`src/rtl/seg7_pkg.sv`:
```
// Shared constants for the 8-digit seven-segment scanner: display modes and
// the active-low gfedcba hex glyph table.
package seg7_pkg;

  localparam logic [1:0] MODE_FULL   = 2'b00;
  localparam logic [1:0] MODE_LO     = 2'b01;
  localparam logic [1:0] MODE_HI     = 2'b10;
  localparam logic [1:0] MODE_FREEZE = 2'b11;

  localparam logic [6:0] SEG_BLANK = 7'h7F;

  localparam logic [6:0] SEG_TABLE [0:15] = '{
    7'h40, 7'h79, 7'h24, 7'h30, 7'h19, 7'h12, 7'h02, 7'h78,
    7'h00, 7'h10, 7'h08, 7'h03, 7'h46, 7'h21, 7'h06, 7'h0E
  };

endpackage

```
`src/rtl/hex_to_seg7.sv`:
```
// Combinational hex nibble to active-low seven-segment glyph lookup.
module hex_to_seg7
  import seg7_pkg::*;
(
  input  logic [3:0] nibble,
  output logic [6:0] seg
);

  assign seg = SEG_TABLE[nibble];

endmodule

```
`src/rtl/seg7_scan.sv`:
```
// Multiplexed 8-digit hex display driver with capture/shadow anti-tear
// buffering, per-slot blanking guard, half-word modes and leading-zero blanking.
module seg7_scan
  import seg7_pkg::*;
#(
  parameter int REFRESH_DIV = 1000,
  parameter int GUARD       = 4,
  parameter int LZB         = 0
) (
  input  logic        clk,
  input  logic        reset,
  input  logic [31:0] data_in,
  input  logic        data_valid,
  input  logic [1:0]  sw,
  output logic [6:0]  seg,
  output logic        dp,
  output logic [7:0]  an,
  output logic [7:0]  upd_count
);

  logic [15:0] prescaler_r;
  logic [2:0]  idx_r;
  logic [31:0] hold_r;
  logic [31:0] shadow_r;

  logic        terminal_s;
  logic        wrap_s;
  logic        accept_s;
  logic        guard_s;
  logic        half_mode_s;
  logic        out_of_range_s;
  logic        lz_s;
  logic [31:0] disp_word_s;
  logic [31:0] upper_s;
  logic [3:0]  nibble_s;
  logic [6:0]  hex_seg_s;
  logic [7:0]  an_next_s;
  logic [6:0]  seg_next_s;
  logic        dp_next_s;

  assign terminal_s = (prescaler_r == 16'(REFRESH_DIV - 1));
  assign wrap_s     = terminal_s && (idx_r == 3'd7);
  assign accept_s   = data_valid && (sw != MODE_FREEZE);
  assign guard_s    = ({16'd0, prescaler_r} < 32'(GUARD));

  // Scan timing, capture register, frame-aligned shadow copy and capture count
  always_ff @(posedge clk) begin
    if (reset) begin
      prescaler_r <= 16'd0;
      idx_r       <= 3'd0;
      hold_r      <= 32'd0;
      shadow_r    <= 32'd0;
      upd_count   <= 8'd0;
    end else begin
      prescaler_r <= terminal_s ? 16'd0 : prescaler_r + 16'd1;
      if (terminal_s) idx_r <= idx_r + 3'd1;
      if (accept_s) begin
        hold_r    <= data_in;
        upd_count <= upd_count + 8'd1;
      end
      // Shadow takes the pre-edge hold value, so a coincident capture waits a frame
      if (wrap_s) shadow_r <= hold_r;
    end
  end

  // Select which 32-bit word the eight digit slots present in the current mode
  always_comb begin
    disp_word_s = shadow_r;
    case (sw)
      MODE_LO: disp_word_s = {16'd0, shadow_r[15:0]};
      MODE_HI: disp_word_s = {16'd0, shadow_r[31:16]};
      default: disp_word_s = shadow_r;
    endcase
  end

  assign upper_s        = disp_word_s >> {idx_r, 2'b00};
  assign nibble_s       = upper_s[3:0];
  assign half_mode_s    = (sw == MODE_LO) || (sw == MODE_HI);
  assign out_of_range_s = half_mode_s && idx_r[2];
  // Digit and everything above it zero means a leading zero; slot 0 always shows
  assign lz_s           = (LZB != 0) && (idx_r != 3'd0) && (upper_s == 32'd0);

  hex_to_seg7 u_hex (
    .nibble (nibble_s),
    .seg    (hex_seg_s)
  );

  // Next-state values for the anode, cathode and decimal-point registers
  always_comb begin
    an_next_s  = 8'hFF;
    seg_next_s = SEG_BLANK;
    dp_next_s  = 1'b1;
    if (guard_s) begin
      an_next_s  = 8'hFF;
      seg_next_s = SEG_BLANK;
      dp_next_s  = 1'b1;
    end else begin
      an_next_s = ~(8'd1 << idx_r);
      if (out_of_range_s || lz_s) begin
        seg_next_s = SEG_BLANK;
      end else begin
        seg_next_s = hex_seg_s;
      end
      dp_next_s = !((idx_r == 3'd4) && !half_mode_s);
    end
  end

  // Registered display outputs
  always_ff @(posedge clk) begin
    if (reset) begin
      an  <= 8'hFF;
      seg <= SEG_BLANK;
      dp  <= 1'b1;
    end else begin
      an  <= an_next_s;
      seg <= seg_next_s;
      dp  <= dp_next_s;
    end
  end

endmodule

```
`config.mk`:
```
export PLATFORM = sky130hd
export DESIGN_NAME = seg7_scan
export DESIGN_NICKNAME = d
export VERILOG_FILES = /design/src/rtl/seg7_pkg.sv /design/src/rtl/hex_to_seg7.sv /design/src/rtl/seg7_scan.sv
export SDC_FILE = /design/constraint.sdc
export NUM_CORES = 1
export LEC_CHECK = 0
export CORE_AREA = 2 2 97 99
export CTS_BUF_LIST = sky130_fd_sc_hd__clkbuf_8
export DETAILED_ROUTE_END_ITERATION = 16
export DIE_AREA = 0 0 99 101
export PLACE_DENSITY = 0.78
export REMOVE_ABC_BUFFERS = 1
export SLEW_MARGIN = 20
export SYNTH_ARGS = -nofsm -noshare
export SYNTH_HDL_FRONTEND = slang
export SYNTH_SLANG_ARGS = --single-unit
```
`constraint.sdc`:
```
create_clock -name clk -period 3 [get_ports clk]
set_clock_uncertainty 0.15 [all_clocks]
set_input_delay 0.75 -clock clk [delete_from_list [all_inputs] [get_ports clk]]
set_output_delay 0.75 -clock clk [all_outputs]
set_load 0.05 [all_outputs]
```
==> flow_metrics.env <==
export IMPL_run_status="completed"
export IMPL_drt_vias_per_instance=5.417
export IMPL_clock_root_buffer="clkbuf_8"
export IMPL_worst_r2r_setup_slack_ns=0.47
export IMPL_power_share_combinational_pct=7.9
export IMPL_via_count=3803
export IMPL_timing_critical_path_buf_inv=4
export IMPL_clk_pin_slew_ns=0.09
export IMPL_classification_of_the_worst_slack_hold_path="reg2reg"
export IMPL_critical_path_cell_chain="dlymetal6s2s_1 -> inv_2 -> ha_4 -> nor2b_4 -> a2111oi_2 -> nor4_1 -> a32o_2 -> inv_2 -> buf_4 -> ha_1 -> a21oi_1 -> o21ai_1 -> o211ai_1"
export IMPL_tritoncts_num_buffers=9
export IMPL_sw_frac_of_total_pct=24.75
export IMPL_globalRouteTotalUtil_pct=19.79
export IMPL_critical_path_arrival_ns=2.80
export IMPL_clock_latency_of_the_later_clocked_register_in_the_worst_skew_pair_ns=0.37
export IMPL_final_fill_count=725
export IMPL_crit_path_max_incr_delay_ns=0.36
export IMPL_die_area_um2=9999
export IMPL_fin_setup_tns_ns=0
export IMPL_count_of_clock_tree_sinks=107
export IMPL_final_hold_violation_count=0
export IMPL_first_iter_violations=168
export IMPL_final_net_count=640
export IMPL_syn_mean_instance_area_um2=8.636
export IMPL_power_density_nw_per_um2=462.9
export IMPL_r2r_cells=7
export IMPL_ys_seq_area_share_pct=47.61
export IMPL_min_path_cells=2
export IMPL_final_layout_size_suffix_gt1_share_pct=10.66
export IMPL_area_growth_syn_to_layout_pct=23.83
export IMPL_hold_fix_buffers_cts=0
export IMPL_critPathTopFamily="compound AO/OA/AOI/OAI gates"
export IMPL_clockPowerShare_pct=35.0
export IMPL_switching_power_uw=638.3
export IMPL_firstDrtPassIters=4
export IMPL_grt_overflow=0
export IMPL_fp_dieH_um=101
export IMPL_maxSlewHeadroom_pct=44.63
export IMPL_worst_ep_required_time_ns=3.15
export IMPL_antenna_left=0
export IMPL_max_cap_violations=0
export IMPL_routedWlPerCell_um=14.09
export IMPL_setup_violations_final=0
export IMPL_critical_path_reg2reg_startpoint="idx_r[0]"
export IMPL_row_count=35
export IMPL_place_hpwl_um=6678
export IMPL_hold_path_startpoint="hold_r[3]"
export IMPL_htree_num_levels=3
export IMPL_die_width_um=99
export IMPL_post_synth_main_area_contributors="dfxtp_1 48%, nand2_1 9.8%, a21oi_1 8.1%"
export IMPL_vdd_ir_drop_max_v=0.0003136
export IMPL_timing_critical_path_mode_cell="inv_2"
export IMPL_layout_min_cycle_time_ns=2.653
export IMPL_worst_r2r_endpoint="seg[6]"
export IMPL_final_min_period_over_clock_period_pct=88.45
export IMPL_crit_path_start_kind="input pin"
export IMPL_io_pins=61
export IMPL_drt_wl_total_um=9892
export IMPL_cts_tree="built"
export IMPL_initial_utilization_pct=50.12
export IMPL_grt_antenna_before_repair=0
export IMPL_route_detailed_drc=0
export IMPL_grt_start_max_net_pins=56
export IMPL_crit_path_end_kind="register"
export IMPL_setup_repair_after_global_routing_missed_its_margin="false"
export IMPL_slowest_stage="nor4_1"
export IMPL_synth_warnings=0
export IMPL_internal_power_uw=1941
export IMPL_fp_coreArea_um2=8977
export IMPL_synth_largest_area_cell="dfxtp_1"
export IMPL_cts_max_path_buffers=2
export IMPL_leakagePower_uw=0.002068
export IMPL_post_synth_num_cell_types=42
export IMPL_grt_pass1_wl_um=16190
export IMPL_cp_max_fo=4
export IMPL_finalWeightedCongestion=0.8549
export IMPL_finalMaxSlewViolations=0
export IMPL_synth_seq_cells=107
export IMPL_diodes=0
export IMPL_criticalPathCategory="in2reg"
export IMPL_maximum_frequency_from_static_timing_analysis_ghz=0.3769
export IMPL_post_route_util_pct=62.06
export IMPL_worst_pin_slew_ns=0.8218
export IMPL_yosys_area_top_type_share_pct=47.61
export IMPL_port_buffer_count=60
export IMPL_timing_hold_worst_endpoint="hold_r[3]"
export IMPL_netlist_instances=521
export IMPL_seq_pwr_share_pct=57.1
export IMPL_mappedNetlistArea_um2=4499
export IMPL_first_global_vias=3525
[worst max-delay path by stage]
stage / from / end / cells after the start
floorplan: sw[0] / upd_count[7] / 5
CTS: sw[0] / seg[3] / 12
global route: sw[0] / seg[4] / 13
detailed placement: sw[0] / seg[3] / 12
global placement: sw[0] / seg[3] / 12
finish: sw[0] / seg[4] / 13
[Yosys cell counts, drive strengths merged]
library cell / number
and3: 4
nor3: 1
ha: 17
nand2: 118
a21oi: 73
nor4: 2
nand2b: 1
o21ai: 12
a211oi: 1
inv: 10
clkbuf: 15
and2: 4
nand4: 7
or4: 2
o221ai: 2
or3: 2
dfxtp: 107
o21a: 1
nand3: 40
nor2b: 4
mux4: 7
a41oi: 1
a2111oi: 5
xnor2: 7
a32o: 1
buf: 19
a211o: 1
or2: 1
o211ai: 2
o22ai: 1
nor3b: 1
nor2: 34
xor2: 13
and4: 3
a31oi: 2
[kinds of logic (layout without fill, tap and decap cells)]
logic type               count (synthesis)  count (layout)  share of synthesized area, %
AND/OR/NAND/NOR                        224             224                         21.86
flip-flops                             107             107                         47.61
AO/OA/AOI/OAI                          102             102                         12.82
buffers and inverters                   44             114                         5.005
XOR/XNOR                                20              20                         3.893
adder cells (fa/ha/maj)                 17              17                         4.727
multiplexers                             7               7                         4.088
[layout by cell type, fill, tap and decap left out, types with 7 or more instances in the layout]
master and count:
a21oi_1 73, buf_4 27, clkbuf_8 9, clkdlybuf4s50_1 57, dfxtp_1 107, ha_1 14
inv_1 8, mux4_1 7, nand2_1 117, nand3_1 40, nand4_1 7, nor2_1 34
o21ai_0 9, xnor2_1 7, xor2_1 13
[per-layer routing]
layer / vias up / global-route usage [%] / wire length, um
li1: 1899 / - / -
met1: 1784 / 25.18 / 4294
met2: 102 / 33.21 / 4866
met3: 18 / 3.953 / 558
met4: 0 / 7.587 / 173
met5: - / 0 / 0
[worst min-delay path, delay by kind of cell (launching register included)]
kind | cells | cell delay [ns]
compound gates | 1 | 0.05
simple gates | 1 | 0.05
flops | 1 | 0.32
[power by group through the flow]
stage	clock, uW	combinational (uW)	sequential (uW)
global route	971	222	1480
floorplan	0	67.4	1520
CTS	912	204	1470
global placement	0	192	1500
detailed placement	0	198	1510
finish	902	204	1470
[sequential cells by signal (all words and copies together) (netlist names)]
name / flops
an: 8
dp: 1
hold_r: 32
idx_r: 3
prescaler_r: 16
seg: 7
shadow_r: 32
upd_count: 8
[area by class of cell]
type	instances	area (um2)	area share [%]
tap	111	138.9	2.493
sequential	107	2142	38.45
clock buffer	9	123.9	2.223
multi-input combinational	370	2228	40.00
clock inverter	7	77.57	1.392
inverter	10	37.54	0.6737
timing repair buffer	88	823.3	14.78
[per-stage QoR]
stage	hold slack, ns	std cells	worst slack [ns]	area (um2)	power, uW
after floorplan	0.2632	487	-0.2610	4312	1590
after global placement	0.2755	686	-0.4498	5271	1697
after detailed placement	0.2953	686	-0.5669	5271	1704
after CTS	0.3098	702	-0.01718	5519	2588
after global routing	0.3286	702	0.2446	5572	2670
final	0.3086	702	0.3466	5572	2579
[timing repair]
action,CTS,global route
setup endpoints to repair,6,7
buffers inserted,0,0
resized for setup,12,9
gates cloned,0,0
pin swaps,3,3
No activity file was read; power rests on OpenSTA's default activity.
